[config.mk]
export PLATFORM = sky130hd
export DESIGN_NAME = bath_mode_ctrl_flat
export DESIGN_NICKNAME = d
export VERILOG_FILES = /design/src/rtl/bath_mode_ctrl_if.sv /design/src/rtl/bath_mode_ctrl.sv /design/src/flat_wrapper.sv
export SDC_FILE = /design/constraint.sdc
export NUM_CORES = 1
export LEC_CHECK = 0
export ABC_AREA = 1
export CELL_PAD_IN_SITES_DETAIL_PLACEMENT = 1
export CELL_PAD_IN_SITES_GLOBAL_PLACEMENT = 1
export CORE_UTILIZATION = 47
export CTS_CLUSTER_DIAMETER = 60
export DETAILED_ROUTE_END_ITERATION = 7
export HOLD_SLACK_MARGIN = 0.12
export MAX_ROUTING_LAYER = met4
export PLACE_DENSITY_LB_ADDON = 0.1
export SLEW_MARGIN = 20
export SYNTH_ARGS = -nofsm -noshare
export SYNTH_HDL_FRONTEND = slang
export SYNTH_SLANG_ARGS = --single-unit
[constraint.sdc]
create_clock -name clk -period 2.5 [get_ports clk]
set_input_delay 0.25 -clock clk [delete_from_list [all_inputs] [get_ports clk]]
set_output_delay 0.25 -clock clk [all_outputs]
set_load 0.01 [all_outputs]
[src/rtl/bath_mode_ctrl_if.sv]
// bath_mode_ctrl_if: panel-side signal bundle between the bath mode controller and its surroundings.
//   stay               standby-complete flag from the display stage
//   mode_btn/start_btn raw asynchronous pushbuttons, active-high
//   seg_data           displayed digit (always 0..9)
//   normal             run indicator for the downstream tube-enable term
//   heater/fan/light   load enables
//   buzz               completion buzzer
// master drives stay and the buttons; slave is the controller.
interface bath_mode_ctrl_if;
   logic       stay;
   logic       mode_btn;
   logic       start_btn;
   logic [3:0] seg_data;
   logic       normal;
   logic       heater;
   logic       fan;
   logic       light;
   logic       buzz;
   modport master (output stay, mode_btn, start_btn,
                   input  seg_data, normal, heater, fan, light, buzz);
   modport slave  (input  stay, mode_btn, start_btn,
                   output seg_data, normal, heater, fan, light, buzz);
endinterface

[src/rtl/bath_mode_ctrl.sv]
// bath_mode_ctrl: debounced two-button mode selector and per-mode countdown timer for the bath heater panel.
//   clk    system clock
//   rst_n  asynchronous active-low reset
//   bus    bath_mode_ctrl_if.slave: stay and raw buttons in; seg_data, normal, loads and buzz out (all registered)
module bath_mode_ctrl #(
   parameter int CLK_HZ   = 50_000_000,
   parameter int DEB_CYC  = 1_000_000,
   parameter int UNIT_SEC = 60,
   parameter int DUR_1    = 5,
   parameter int DUR_2    = 3,
   parameter int DUR_3    = 9,
   parameter int DUR_4    = 2,
   parameter int DONE_SEC = 3
) (
   input logic             clk,
   input logic             rst_n,
   bath_mode_ctrl_if.slave bus
);
   localparam int PW = $clog2(CLK_HZ + 1);
   localparam int DW = $clog2(DEB_CYC + 1);
   localparam int SW = $clog2(UNIT_SEC + 1);
   localparam int CW = $clog2(DONE_SEC + 1);

   typedef enum logic [2:0] {S_OFF, S_SEL, S_RUN, S_PAUSE, S_DONE} state_t;

   state_t          state, nstate;
   logic [PW-1:0]   pre, pre_n;
   logic [SW-1:0]   sec, sec_n;
   logic [CW-1:0]   dcn, dcn_n;
   logic [3:0]      rem, rem_n, seg_n;
   logic [2:0]      mode, mode_n;
   logic            normal_n, heater_n, fan_n, light_n, buzz_n, tick, run_n;
   logic [1:0]      raw, s1, s2, deb, press;
   logic [DW-1:0]   dcnt [2];

   function automatic logic [3:0] dur(input logic [2:0] m);
      return m == 3'd1 ? 4'(DUR_1) : m == 3'd2 ? 4'(DUR_2) : m == 3'd3 ? 4'(DUR_3) : 4'(DUR_4);
   endfunction

   // bit 0 = mode button, bit 1 = start button
   assign raw = {bus.start_btn, bus.mode_btn};

   // press pulses on the cycle the debounced level rises; releases only update the level
   always_ff @(posedge clk or negedge rst_n) begin
      if (!rst_n) begin
         s1      <= '0;
         s2      <= '0;
         deb     <= '0;
         press   <= '0;
         dcnt[0] <= '0;
         dcnt[1] <= '0;
      end else begin
         s1 <= raw;
         s2 <= s1;
         for (int i = 0; i < 2; i++) begin
            press[i] <= 1'b0;
            if (s2[i] == deb[i])
               dcnt[i] <= '0;
            else if (dcnt[i] == DW'(DEB_CYC - 1)) begin
               deb[i]   <= s2[i];
               dcnt[i]  <= '0;
               press[i] <= s2[i];
            end else
               dcnt[i] <= dcnt[i] + 1'b1;
         end
      end
   end

   assign tick = (state == S_RUN || state == S_DONE) && pre == PW'(CLK_HZ - 1);

   always_ff @(posedge clk or negedge rst_n) begin
      if (!rst_n) begin
         state        <= S_OFF;
         pre          <= '0;
         sec          <= '0;
         dcn          <= '0;
         rem          <= '0;
         mode         <= 3'd1;
         bus.seg_data <= '0;
         bus.normal   <= 1'b0;
         bus.heater   <= 1'b0;
         bus.fan      <= 1'b0;
         bus.light    <= 1'b0;
         bus.buzz     <= 1'b0;
      end else begin
         state        <= nstate;
         pre          <= pre_n;
         sec          <= sec_n;
         dcn          <= dcn_n;
         rem          <= rem_n;
         mode         <= mode_n;
         bus.seg_data <= seg_n;
         bus.normal   <= normal_n;
         bus.heater   <= heater_n;
         bus.fan      <= fan_n;
         bus.light    <= light_n;
         bus.buzz     <= buzz_n;
      end
   end

   // counters keep advancing in a RUN cycle that also sees a start press, so the
   // accumulated RUN time is exact; a finishing tick wins over a pause request
   always_comb begin
      nstate = state;
      pre_n  = pre;
      sec_n  = sec;
      dcn_n  = dcn;
      rem_n  = rem;
      mode_n = mode;
      if (state == S_RUN || state == S_DONE)
         pre_n = tick ? '0 : pre + 1'b1;
      case (state)
         S_OFF: begin
            mode_n = 3'd1;
            if (bus.stay)
               nstate = S_SEL;
         end
         S_SEL: begin
            if (press[1]) begin
               nstate = S_RUN;
               rem_n  = dur(mode);
               sec_n  = '0;
               pre_n  = '0;
            end else if (press[0])
               mode_n = mode == 3'd4 ? 3'd1 : mode + 3'd1;
         end
         S_RUN: begin
            if (tick)
               sec_n = sec == SW'(UNIT_SEC - 1) ? '0 : sec + 1'b1;
            if (tick && sec == SW'(UNIT_SEC - 1))
               rem_n = rem - 4'd1;
            if (tick && sec == SW'(UNIT_SEC - 1) && rem == 4'd1) begin
               nstate = S_DONE;
               dcn_n  = '0;
            end else if (press[1])
               nstate = S_PAUSE;
         end
         S_PAUSE: begin
            if (press[1])
               nstate = S_RUN;
            else if (press[0])
               nstate = S_SEL;
         end
         S_DONE: begin
            if (press[1] || press[0])
               nstate = S_SEL;
            else if (tick && dcn == CW'(DONE_SEC - 1))
               nstate = S_SEL;
            else if (tick)
               dcn_n = dcn + 1'b1;
         end
         default: nstate = S_OFF;
      endcase
      if (!bus.stay)
         nstate = S_OFF;
   end

   // outputs are computed from the next-state values so they change on the entering edge
   always_comb begin
      run_n    = nstate == S_RUN;
      seg_n    = nstate == S_SEL ? {1'b0, mode_n} : (nstate == S_RUN || nstate == S_PAUSE) ? rem_n : 4'd0;
      normal_n = run_n;
      heater_n = run_n && (mode_n == 3'd1 || mode_n == 3'd4);
      fan_n    = run_n && mode_n != 3'd3;
      light_n  = run_n && mode_n >= 3'd3;
      buzz_n   = nstate == S_DONE;
   end
endmodule
[src/flat_wrapper.sv]
// flat-port wrapper written by rule: the top's interface ports become plain ports
module bath_mode_ctrl_flat 
#(
   parameter int CLK_HZ   = 50_000_000,
   parameter int DEB_CYC  = 1_000_000,
   parameter int UNIT_SEC = 60,
   parameter int DUR_1    = 5,
   parameter int DUR_2    = 3,
   parameter int DUR_3    = 9,
   parameter int DUR_4    = 2,
   parameter int DONE_SEC = 3
)
  (clk, rst_n, bus_stay, bus_mode_btn, bus_start_btn, bus_seg_data, bus_normal, bus_heater, bus_fan, bus_light, bus_buzz);
  bath_mode_ctrl_if bus_i ();
  input logic clk;
  input logic rst_n;
  input wire logic [$bits(bus_i.stay)-1:0] bus_stay;
  input wire logic [$bits(bus_i.mode_btn)-1:0] bus_mode_btn;
  input wire logic [$bits(bus_i.start_btn)-1:0] bus_start_btn;
  output wire logic [$bits(bus_i.seg_data)-1:0] bus_seg_data;
  output wire logic [$bits(bus_i.normal)-1:0] bus_normal;
  output wire logic [$bits(bus_i.heater)-1:0] bus_heater;
  output wire logic [$bits(bus_i.fan)-1:0] bus_fan;
  output wire logic [$bits(bus_i.light)-1:0] bus_light;
  output wire logic [$bits(bus_i.buzz)-1:0] bus_buzz;
  assign bus_i.stay = bus_stay;
  assign bus_i.mode_btn = bus_mode_btn;
  assign bus_i.start_btn = bus_start_btn;
  assign bus_seg_data = bus_i.seg_data;
  assign bus_normal = bus_i.normal;
  assign bus_heater = bus_i.heater;
  assign bus_fan = bus_i.fan;
  assign bus_light = bus_i.light;
  assign bus_buzz = bus_i.buzz;
  bath_mode_ctrl #(.CLK_HZ(CLK_HZ), .DEB_CYC(DEB_CYC), .UNIT_SEC(UNIT_SEC), .DUR_1(DUR_1), .DUR_2(DUR_2), .DUR_3(DUR_3), .DUR_4(DUR_4), .DONE_SEC(DONE_SEC)) u_core (.clk(clk), .rst_n(rst_n), .bus(bus_i));
endmodule
# ---- Word-level counts from Yosys, hierarchy flattened
# Index checks and enable logic that the tools add are counted.
dict set report op_classes {
  n_reduce_logical 18
  n_bitwise 2
  n_lt_le_gt_ge 1
  add_sub_neg 7
  n_mux 42
  eq_ne 29
}
# op n
set op_table {}
lappend op_table {{$mux 26} 4}
lappend op_table {{$mux 20} 4}
lappend op_table {{$add 20x1->20 const B} 2}
lappend op_table {{$eq 20x20->1 const B} 2}
lappend op_table {{$mux 3} 11}
lappend op_table {{$mux 4} 7}
lappend op_table {{$add 26x1->26 const B} 1}
lappend op_table {{$eq 26x26->1 const B} 1}
lappend op_table {{$eq 3x2->1 const B} 6}
lappend op_table {{$mux 6} 3}
lappend op_table {{$pmux 3 s5} 1}
lappend op_table {{$eq 3x1->1 const B} 4}
lappend op_table {{$eq 3x3->1 const B} 4}
lappend op_table {{$pmux 6 s2} 1}
lappend op_table {{$mux 2} 4}
lappend op_table {{$pmux 4 s2} 1}
lappend op_table {{$logic_and 1x1->1} 7}
lappend op_table {{$add 6x1->6 const B} 1}
lappend op_table {{$eq 6x6->1 const B} 1}
lappend op_table {{$ne 2x1->1 const B} 3}
lappend op_table {{$ne 2x2->1 const B} 3}
lappend op_table {{$pmux 3 s2} 1}
lappend op_table {{$reduce_and 5->1} 1}
lappend op_table {{$eq 4x1->1 const B} 1}
lappend op_table {{15 further kinds} 25}
dict set report word_totals {
  out_inout_bits 9
  ff_bits 101
}

# ---- Logic depth before layout (Yosys ltp)
# Gate-level depths: netlist (run 1).
dict set report logic_depth {
  word_depth 12
  depth_mapped 14
  mapped_depth_nobuf 14
}

# ---- Least setup slack after synthesis (run 1)
# Ideal clock, no wire load.
dict set report synth_path {
  kind {reg2reg}
  startpoint {register u_core.pre[0]}
  endpoint {register u_core.bus.seg_data[2]}
  arrival_ps 1696
  n_path_buf 0
  setup_ps 118
  t_required_ps 2382
  synth_period_minus_slack_ps 1814
  slack_ps 686
  stages_incl_launch_ff 15
  path_cell_list {dfrtp_1 > ha_1 > inv_1 > nor2_1 > nand2_1 > nor2_1 > nand3_2 > nor2_4 > nand3_2 > nand2_2 > nand3b_1 > nand2_2 > inv_2 > nand2_1 > nand2_1}
}
dict set report synth_via {
  elab_chain_cells 11
  word_cells_on_any_way 18
}
# item line_no
set synth_rtl {}
lappend synth_rtl {{start, declared} bath_mode_ctrl.sv:27} ;# logic [PW-1:0] pre, pre_n;
lappend synth_rtl {{start signal, assigned} bath_mode_ctrl.sv:87} ;# pre <= pre_n;
lappend synth_rtl {{$eq 26x26->1 *} bath_mode_ctrl.sv:69} ;# assign tick = (state == S_RUN || state == S_DONE) && pre == PW'(CLK_HZ - 1);
lappend synth_rtl {{$logic_and 1x1->1 *} bath_mode_ctrl.sv:69}
lappend synth_rtl {{$logic_and 1x1->1, on equally long branches} {bath_mode_ctrl.sv:147, bath_mode_ctrl.sv:132}}
lappend synth_rtl {{$mux 3 or $logic_and 1x1->1 (tied branches)} {bath_mode_ctrl.sv:147, bath_mode_ctrl.sv:132}}
lappend synth_rtl {{$mux 3, on equally long branches} {bath_mode_ctrl.sv:145, bath_mode_ctrl.sv:132}}
lappend synth_rtl {{$pmux 3 s5 *} bath_mode_ctrl.sv:112} ;# case (state)
lappend synth_rtl {{$mux 3 *} bath_mode_ctrl.sv:154} ;# if (!bus.stay)
lappend synth_rtl {{via u_core.nstate[1]} bath_mode_ctrl.sv:26} ;# state_t state, nstate;
lappend synth_rtl {{$eq 3x2->1} bath_mode_ctrl.sv:161} ;# seg_n = nstate == S_SEL ? {1'b0, mode_n} : (nstate == S_RUN || nstate == S_PAUSE) ? rem_n : 4'd0;
lappend synth_rtl {{$logic_or 1x1->1} bath_mode_ctrl.sv:161}
lappend synth_rtl {{$mux 4} bath_mode_ctrl.sv:161}
lappend synth_rtl {{$mux 4 *} bath_mode_ctrl.sv:161}
lappend synth_rtl {{via u_core.seg_n[2]} bath_mode_ctrl.sv:30} ;# logic [3:0] rem, rem_n, seg_n;
lappend synth_rtl {{end signal, assigned} bath_mode_ctrl.sv:92} ;# bus.seg_data <= seg_n;
lappend synth_rtl {{end, declared} bath_mode_ctrl_if.sv:22} ;# output seg_data, normal, heater, fan, light, buzz);
# Mark *: on every way through the listed nets, which the timed path passes. The rest lies on a longest branch.
# A chain may end at the register's enable or synchronous reset.

# ---- Final worst setup path (run 1)
dict set report layout_path {
  startpoint {register u_core.state[1]}
  endpoint {register u_core.sec[5]}
}
dict set report layout_via {
  elab_chain_cells 5
  word_cells_on_any_way 10
}
# item line_no
set layout_rtl {}
lappend layout_rtl {{start, declared} bath_mode_ctrl.sv:26}
lappend layout_rtl {{start signal, assigned} bath_mode_ctrl.sv:86} ;# state <= nstate;
lappend layout_rtl {{$eq 3x2->1 or $eq 3x3->1 (tied branches)} {bath_mode_ctrl.sv:69, bath_mode_ctrl.sv:112}}
lappend layout_rtl {{$logic_or 1x1->1} bath_mode_ctrl.sv:69}
lappend layout_rtl {{$logic_and 1x1->1} bath_mode_ctrl.sv:69}
lappend layout_rtl {{$ne 2x1->1 (no line)} --}
lappend layout_rtl {{$reduce_and 3->1 (no line)} --}
lappend layout_rtl {{end signal, assigned} bath_mode_ctrl.sv:88} ;# sec <= sec_n;
lappend layout_rtl {{end, declared} bath_mode_ctrl.sv:28} ;# logic [SW-1:0] sec, sec_n;
# Parallel ways exist; a longest one is shown, timed or not.

==> metrics.cfg, run 1 <==
[synthesis]
ys_seq_area_share_pct = 45.5
synth_cells = 705
ys_types = 42
avgSynthCellArea_um2 = 7.88
synth_edf_count = 0
ys_async_sr_fraction_pct = 100
synth_warnings = 0
synth_fp_nets = 722
synth-seq-cells = 101
synth_area_um2 = 5550
synth_flop_cell = dfrtp_1

[global_route]
grt_pass1_wl_mm = 24.3
grt-ovfl-total = 0
antenna_found_initial = 0
grt_max_degree = 46
grt_pass1_vias = 5043
grt_usage_pct = 25.4

[final_layout]
final_common_cell = nand2_1
areaGrowthSynthToFinish_pct = 11.3
nNetsFinal = 746
num-fill-cells = 1442
n_antenna_cell = 0
drive_above_1_share_pct = 7.36
final_cell_mix = nand2_1, dfrtp_1, nor2_1
final_cell_area_um2 = 6180

[power]
intPower_mw = 2.39
pwr-share-comb_pct = 4.2
seqPwrFrac_pct = 52.6
power_leakage_nw = 2.84
swShare_pct = 24.6
p_clk_share_pct = 43.2
p_per_area_nw_per_um2 = 513
peakVddDrop_mv = 0.579
power_switching_mw = 0.781

[detailed_routing]
dr.pass1.iters = 4
routed_wl_mm = 14.0
drc = 0
drt_iter0_markers = 221
num_vias = 4780
wl_per_cell_um = 15.9
via_per_inst = 5.45
antenna_left = 0

[placed_design]
portBuffers = 13
detailed_place_hpwl_mm = 10.5
gp_congestion = 0.874
place_area_um2 = 5890

[timing]
min_period_ns = 2.22
setup_viol = 0
fin_skew_ns = 0.00720
hold_violations = 0
rsz0062_at_grt = false
relSlewSlack_pct = 65.2
slew_viol_final = 0
finalSetupTns_ns = 0
clock.fmax_mhz = 450
worstMarginPinSlew_ns = 0.519
post-route-period-util_pct = 89.0

[job]
max_cap_violations = 0

[clock_network]
cts_root_buffer = clkbuf_16
htree_levels = 3
cts.path.max_buffers = 2
post_cts_resized = 0
numCtsBuffers = 9
cts_sinks = 101
postCtsSetupRepairBufs = 0
clk_latency_ns = 0.35
cts_tree = done
hold_buffers = 1
path_clk_slew_ns = 0.07

[floorplanning]
fp-row-count = 39
die-area_um2 = 12300
start_util_pct = 48.4
ios = 14
coreArea_um2 = 11500
fp.dieW_um = 111
dieHeight_um = 111

[worst_setup_path]
start_kind = flip-flop
crit_arrival_ns = 2.45
cp-end-kind = flip-flop
timing.rr.start = u_core.state[1]$_DFF_PN0_
critPathKind = flip-flop to flip-flop
crit_start = u_core.state[1]$_DFF_PN0_
cp.required_ns = 2.73
cp_max_fo = 15

[min_path]
worstHoldStart = bus_mode_btn
hold_class = primary input to flip-flop

[status]
outcome = complete, no violations

path summary, 6_finish.rpt:
path	end	slack, ns	cells after the start
max reg2reg	u_core.sec[5]$_DFFE_PN0P_	0.28	10
max	u_core.sec[5]$_DFFE_PN0P_	0.28	10
min in group asynchronous	u_core.pre[21]$_DFF_PN0_	0.39	2
min reg2reg	u_core.s2[0]$_DFF_PN0_	0.35	0
max in group asynchronous	u_core.dcnt[33]$_DFF_PN0_	1.38	3
min	u_core.s1[0]$_DFF_PN0_	0.33	1
per-stage QoR:
step	instances	hold WS (ns)	setup slack (ns)	power (mW)	utilization (%)
floorplan	705	-0.0456	0.686	1.76	-
global placement	860	0.239	0.375	1.83	51.3
detailed placement	860	0.246	0.301	1.83	51.3
CTS	877	0.324	0.301	3.21	53.9
global route	877	0.330	0.0327	3.28	53.9
finish	877	0.335	0.276	3.17	53.9
logic make-up after synthesis:
| logic type | after synthesis | share of synthesized area, % |
|---|---|---|
| xor+xnor | 23 | 3.63 |
| compound gates | 93 | 9.46 |
| fa+ha+maj | 12 | 2.70 |
| buf+inv | 106 | 7.23 |
| simple gates | 370 | 31.4 |
| flops | 101 | 45.5 |
critical path: stages, from the launching register on:
cell	delay (ns)
dfrtp_1	0.49
nor2_2	0.19
nand2_2	0.13
nand2_4	0.22
inv_4	0.10
nor2_1	0.13
nand3_2	0.16
a21oi_4	0.31
inv_2	0.08
a21oi_1	0.18
a22oi_1	0.09
routing by layer:
layer | up-vias | share of wire, % | global-route usage (%)
met5 | - | 0 | -
met4 | 0 | 1.1 | 6.04
met3 | 10 | 2.0 | 5.08
met2 | 35 | 50 | 41.5
met1 | 2363 | 47 | 32.6
li1 | 2372 | - | -
synth_stat cells (6+ instances only):
cell type,number,share of area (%)
a22oi_1,7,0.95
xor2_1,19,3.0
dfrtp_1,100,45
nor3_1,34,3.1
nor2_1,99,6.7
o21ai_0,31,2.8
nand3_2,6,1.1
nand2_1,123,8.3
nor4_1,6,0.68
nand3_1,53,4.8
a21oi_1,35,3.2
nand4_1,20,2.3
inv_1,92,6.2
ha_1,12,2.7
inv_2,7,0.47
final cells by class:
type                            instances  area (µm²)  area share (%)
Clock inverter                          6        55.1           0.891
Multi-Input combinational cell        498        2620            42.4
Timing Repair Buffer                   19         188            3.04
Sequential cell                       101        2530            40.9
Inverter                              100         378            6.11
Tap cell                              143         179            2.89
Clock buffer                           10         229            3.70
state kept, by name, summed over array words and instances, names as in the netlist, 2 cells and up:
| register | cells |
|---|---|
| u_core.dcnt | 40 |
| u_core.pre | 26 |
| u_core.sec | 6 |
| u_core.bus.seg_data | 4 |
| u_core.rem | 4 |
| u_core.mode | 3 |
| u_core.state | 3 |
| u_core.dcn | 2 |
| u_core.deb | 2 |
| u_core.press | 2 |
| u_core.s1 | 2 |
| u_core.s2 | 2 |
power by group through the flow:
stage	combinational, mW	sequential [mW]	clock (mW)
6_report	0.135	1.67	1.37
5_1_grt	0.157	1.67	1.46
4_1_cts	0.139	1.67	1.41
3_5_place_dp	0.137	1.70	0
3_3_place_gp	0.130	1.70	0
2_1_floorplan	0.0630	1.69	0
Power figures use the tool's default switching activity.
==> inputs of run 2 (changes only) <==
- CORE_UTILIZATION: 47 -> 48
- DONT_BUFFER_PORTS: default -> 1
==> run 2 against run 1 <==
Against the previous run: the run now ends with hold timing left; critical path depth is 2 higher; non-clock buffer count decreased by 13; clock power hardly changed; die area down 2.0%; sequential power is essentially flat; fmax decreased by 1.1%; largest cell class unchanged; critical path type unchanged; power fell by 1.1%; routed wire length up 0.38%; clock skew is 0.0030 ns higher; combinational power down 33%.
==> metrics.cfg, run 2 (synthesized netlist as in run 1, its figures left out) <==
[timing]
worstMarginPinSlew_ns = 0.543  ; +0.0243 ns
min_period_ns = 2.25  ; +0.0241 ns
hold_slack_ns = -0.423  ; -0.758 ns
clock.fmax_mhz = 445  ; -1.1%
finalSetupTns_ns = 0  ; unchanged
setup_viol = 0  ; unchanged
rsz0062_at_grt = false
post-route-period-util_pct = 89.9  ; +0.96 points
relSlewSlack_pct = 63.6  ; -1.6 points
hold_violations = 101  ; +101
fin_skew_ns = 0.0102  ; +0.00296 ns
slew_viol_final = 0  ; unchanged

[detailed_routing]
wl_per_cell_um = 16.3  ; +2.2%
drc = 0  ; unchanged
num_vias = 4742  ; -0.79%
via_per_inst = 5.51  ; +1.0%
dr.pass1.iters = 4  ; unchanged
drt_iter0_markers = 251  ; +14%
routed_wl_mm = 14.0  ; +0.38%
antenna_left = 0  ; unchanged

[clock_network]
post_cts_resized = 0  ; unchanged
path_clk_slew_ns = 0.07  ; about the same
numCtsBuffers = 9  ; unchanged
clk_latency_ns = 0.36  ; about the same
cts_tree = done
cts_sinks = 101  ; unchanged
cts_root_buffer = clkbuf_16
hold_buffers = 3  ; +2
cts.path.max_buffers = 2  ; unchanged
htree_levels = 3  ; unchanged

[final_layout]
final_common_cell = nand2_1
areaGrowthSynthToFinish_pct = 8.76
drive_above_1_share_pct = 7.07  ; -0.28 points
top_regs = u_core.dcnt: 40 flops, u_core.pre: 26 flops, u_core.sec: 6 flops
num-fill-cells = 1396  ; -3.2%
largest_register_ffs = 40  ; unchanged
nNetsFinal = 733  ; -1.7%
layout.cells.non_filler = 861  ; -1.8%
top_register = u_core.dcnt
fin_util_pct = 54.5  ; +0.63 points
final_cell_area_um2 = 6040  ; -2.3%
n_antenna_cell = 0  ; unchanged
final_cell_mix = nand2_1, dfrtp_1, nor2_1

[worst_setup_path]
crit_arrival_ns = 2.50  ; +0.05 ns
reg2reg_to = u_core.bus.seg_data[0]$_DFF_PN0_
start_kind = flip-flop
critPathKind = flip-flop to flip-flop
ff2ff_setup_slack_ns = 0.25  ; -0.02 ns
timing.rr.start = u_core.state[1]$_DFF_PN0_
cp-end-kind = flip-flop
cp.required_ns = 2.75  ; +0.02 ns
cp_max_fo = 15  ; unchanged
ff2ff_path_depth = 12  ; +2

[placed_design]
gp_congestion = 0.863  ; -1.2%
portBuffers = 0  ; -13
place_area_um2 = 5730  ; -2.7%
detailed_place_hpwl_mm = 10.2  ; -2.6%
place_inst = 842  ; -2.1%

[job]
max_cap_violations = 0  ; unchanged

[floorplanning]
fp.dieW_um = 110  ; -1.0%
dieHeight_um = 110  ; -1.0%
fp-row-count = 38  ; -2.6%
ios = 14  ; unchanged
die-area_um2 = 12000  ; -2.0%
start_util_pct = 50.1  ; +1.7 points
coreArea_um2 = 11100  ; -3.4%

[global_route]
grt_pass1_wl_mm = 23.8  ; -1.9%
grt_pass1_vias = 5045  ; +0.040%
grt-ovfl-total = 0  ; unchanged
grt_max_degree = 102  ; +120%
antenna_found_initial = 0  ; unchanged
grt_usage_pct = 26.8  ; +1.4 points

[status]
violations = hold timing
outcome = finished, violations left

[power]
p_per_area_nw_per_um2 = 519  ; +1.2%
power_leakage_nw = 2.79  ; -1.8%
peakVddDrop_mv = 0.583  ; +0.80%

[min_path]
hold_class = primary input to asynchronous set/reset pin

run 2: cell types whose count changed in the layout (fill, tap and decap cells not counted):
cell             delta
clkdlybuf4s50_1    -12
buf_4               -2
clkinv_4            +2
dlygate4sd3_1       +2
buf_12              -1
clkinvlp_4          -1
inv_8               -1
run 2: worst max-delay path by stage:
stage / startpoint / endpoint / slack [ns] / depth (start not counted)
2_1_floorplan: u_core.pre[0]$_DFF_PN0_ / u_core.bus.seg_data[2]$_DFF_PN0_ / 0.69 / 14
3_3_place_gp: u_core.state[1]$_DFF_PN0_ / u_core.sec[5]$_DFFE_PN0P_ / 0.35 / 10
3_5_place_dp: u_core.state[1]$_DFF_PN0_ / u_core.sec[5]$_DFFE_PN0P_ / 0.28 / 10
4_1_cts: u_core.state[1]$_DFF_PN0_ / u_core.bus.seg_data[0]$_DFF_PN0_ / 0.29 / 12
5_1_grt: u_core.pre[0]$_DFF_PN0_ / u_core.bus.seg_data[0]$_DFF_PN0_ / 0.05 / 14
6_report: u_core.state[1]$_DFF_PN0_ / u_core.bus.seg_data[0]$_DFF_PN0_ / 0.25 / 12
run 2: per-stage QoR:
step                hold slack (ns)  worst slack [ns]  total power, mW
global route                 -0.445            0.0461             3.25
CTS                          -0.441             0.287             3.18
global placement            -0.0429             0.355             1.78
finish                       -0.423             0.252             3.13
detailed placement          -0.0429             0.283             1.78
floorplan                   -0.0456             0.686             1.76
run 2: repair_timing:
item,4_1_cts,5_1_grt
endpoints found under the setup margin,0,0
endpoints found under the hold margin,115,101
buffers inserted,0,0
run 2: layer usage:
layer  vias up  global-route usage (%)  wire length, µm
met1      2327                    32.2             6490
met4         0                    7.62              246
met5         -                       -                0
li1       2338                       -                -
met3        26                    6.22              410
met2        51                    45.1             6890
run 2: area by class of cell:
type	instances	area, µm²	share of cell area [%]
Multi-Input combinational cell	498	2620	43.4
Inverter	100	378	6.26
Tap cell	140	175	2.90
Clock inverter	6	53.8	0.891
Clock buffer	10	229	3.79
Timing Repair Buffer	6	52.6	0.870
Sequential cell	101	2530	41.9
run 2: critical path, stage by stage, from the launching register on:
cell and delay, ns:
dfrtp_1 0.50, nor2_2 0.19, nand2_2 0.13, nand2_4 0.22
nand3_2 0.12, nor2_4 0.22, nand3_2 0.15, nand2_2 0.13
nand3b_1 0.10, nand2_2 0.15, inv_2 0.08, nand2_1 0.07
nand2_1 0.07
run 2: report_power, final:
part	leakage [nW]	switching, mW	internal [mW]
clock network	0.136	0.684	0.694
registers	1.39	0.0149	1.65
logic	1.27	0.0604	0.0298
==> inputs of run 3 (changes only) <==
- CORE_MARGIN: default -> 4
==> run 3 against run 2 <==
Against the previous run: clock power barely moved; the flow still finishes with violations (hold timing); worst setup slack improved by 0.0076 ns; fmax rose by 0.34%; combinational power fell by 0.4%; clock skew fell by 0.00075 ns; routed wire length fell by 1.8%; hold slack improved by 0.0046 ns; power rose by 0.30%; global-route usage fell by 3.7 points.
==> metrics.cfg, run 3 (synthesized netlist as in run 1, its figures left out) <==
[status]
outcome = finished, violations left
violations = hold timing

[floorplanning]
coreArea_um2 = 11400  ; +2.6%
dieHeight_um = 116  ; +5.5%
fp.dieW_um = 116  ; +5.5%
fp-row-count = 39  ; +2.6%
die-area_um2 = 13400  ; +11%
start_util_pct = 48.9  ; -1.3 points
ios = 14  ; unchanged

[final_layout]
final_cell_mix = nand2_1, dfrtp_1, nor2_1
drive_above_1_share_pct = 7.21  ; +0.14 points
final_cell_area_um2 = 6050  ; +0.19%
top_register = u_core.dcnt
num-fill-cells = 1406  ; +0.72%
top_regs = u_core.dcnt: 40 flops, u_core.pre: 26 flops, u_core.sec: 6 flops
final_common_cell = nand2_1
nNetsFinal = 733  ; unchanged
n_antenna_cell = 0  ; unchanged
areaGrowthSynthToFinish_pct = 8.97
largest_register_ffs = 40  ; unchanged

[timing]
setup_ws_ns = 0.259  ; +0.00765 ns
relSlewSlack_pct = 64.8  ; +1.1 points
setup_viol = 0  ; unchanged
slew_viol_final = 0  ; unchanged
finalSetupTns_ns = 0  ; unchanged
fin_skew_ns = 0.00941  ; -0.000752 ns
min_period_ns = 2.24  ; -0.00765 ns
hold_slack_ns = -0.419  ; +0.00461 ns
clock.fmax_mhz = 446  ; +0.34%
worstMarginPinSlew_ns = 0.526  ; -0.0171 ns
post-route-period-util_pct = 89.6  ; -0.31 points
rsz0062_at_grt = false
hold_violations = 101  ; unchanged

[global_route]
grt_busiest_layer = met2
grt_max_degree = 102  ; unchanged
grt-ovfl-total = 0  ; unchanged
use_met3_pct = 5.22  ; -1.0 points
grt_pass1_wl_mm = 23.9  ; +0.49%
grt_use_met1_pct = 29.6  ; -2.6 points
antenna_found_initial = 0  ; unchanged
grt_pass1_vias = 4946  ; -2.0%
grt_usage_pct = 23.1  ; -3.7 points
grt_use_met2_pct = 37.7  ; -7.3 points

[job]
max_cap_violations = 0  ; unchanged

[worst_setup_path]
critPathKind = flip-flop to flip-flop
crit_start = u_core.state[1]$_DFF_PN0_
crit_arrival_ns = 2.48  ; -0.02 ns
ff2ff_path_depth = 10  ; -2
endpoint = u_core.sec[5]$_DFFE_PN0P_
cp.required_ns = 2.74  ; about the same
ff2ff_setup_slack_ns = 0.26  ; about the same
timing.rr.start = u_core.state[1]$_DFF_PN0_
start_kind = flip-flop
cp-end-kind = flip-flop
cp_max_fo = 15  ; unchanged
reg2reg_to = u_core.sec[5]$_DFFE_PN0P_

[min_path]
hold_class = primary input to asynchronous set/reset pin

[detailed_routing]
dr.pass1.iters = 4  ; unchanged
via_per_inst = 5.51  ; about the same
drc = 0  ; unchanged
num_vias = 4759  ; +0.36%
drt_iter0_markers = 314  ; +25%
routed_wl_mm = 13.8  ; -1.8%
wl_per_cell_um = 16.0  ; -2.1%
antenna_left = 0  ; unchanged

[clock_network]
clk_latency_ns = 0.36  ; about the same
postCtsSetupRepairBufs = 0  ; unchanged
htree_levels = 3  ; unchanged
cts_root_buffer = clkbuf_16
cts.path.max_buffers = 2  ; unchanged
cts_tree = done
cts_sinks = 101  ; unchanged
numCtsBuffers = 9  ; unchanged
hold_buffers = 3  ; unchanged
path_clk_slew_ns = 0.08  ; about the same

[placed_design]
detailed_place_hpwl_mm = 10.1  ; -1.2%
portBuffers = 0  ; unchanged
place_area_um2 = 5730  ; about the same
place_ws_ns = 0.284  ; +0.00114 ns
gp_congestion = 0.847  ; -1.9%

[power]
peakVddDrop_mv = 0.512  ; -12%
power_leakage_nw = 2.80  ; +0.35%
power_mw = 3.14  ; +0.30%
p_per_area_nw_per_um2 = 519  ; +0.11%

[run 3: metal layers]
metal / vias up / share of wire [%]
met4: 0 / 0.96
li1: 2343 / -
met3: 13 / 2.9
met5: - / 0
met2: 41 / 49
met1: 2362 / 47
[run 3: critical path, cell delays in order (launching register included)]
cell and delay (ns):
dfrtp_1 0.50, nor2_2 0.19, nand2_2 0.13, nand2_4 0.22
inv_4 0.10, nor2_1 0.13, nand3_2 0.16, a21oi_4 0.31
inv_2 0.08, a21oi_1 0.20, a22oi_1 0.10
[run 3: layout make-up]
| cell class | count | area (µm²) | area share (%) |
|---|---|---|---|
| clock buffer | 10 | 239 | 3.95 |
| clock inverter | 6 | 51.3 | 0.848 |
| inverter | 100 | 378 | 6.24 |
| multi-input combinational | 498 | 2620 | 43.4 |
| sequential | 101 | 2530 | 41.8 |
| tap | 143 | 179 | 2.96 |
| timing repair buffer | 6 | 52.6 | 0.868 |
[run 3: power by group]
part | internal (mW) | switching (mW) | leakage, nW
sequential | 1.65 | 0.0150 | 1.39
clock | 0.719 | 0.669 | 0.145
combinational | 0.0299 | 0.0600 | 1.27
[run 3: worst min path at each step]
stage                                 to  slack, ns
2_1_floorplan  u_core.bus.buzz$_DFF_PN0_      -0.05
3_3_place_gp    u_core.pre[16]$_DFF_PN0_      -0.04
3_5_place_dp    u_core.pre[20]$_DFF_PN0_      -0.04
4_1_cts         u_core.pre[12]$_DFF_PN0_      -0.43
5_1_grt          u_core.pre[2]$_DFF_PN0_      -0.44
6_report        u_core.pre[12]$_DFF_PN0_      -0.42
[run 3: timing repair]
item | 4_1_cts | 5_1_grt
gates resized for setup | 0 | 0
setup endpoints to repair | 0 | 0
endpoints found under the hold margin | 115 | 101
[run 3: through the flow]
stage,utilization (%),hold WS [ns],cells
floorplan,-,-0.0456,705
global placement,50.4,-0.0425,845
detailed placement,50.4,-0.0417,845
CTS,53.2,-0.431,864
global route,53.2,-0.439,864
finish,53.2,-0.419,864
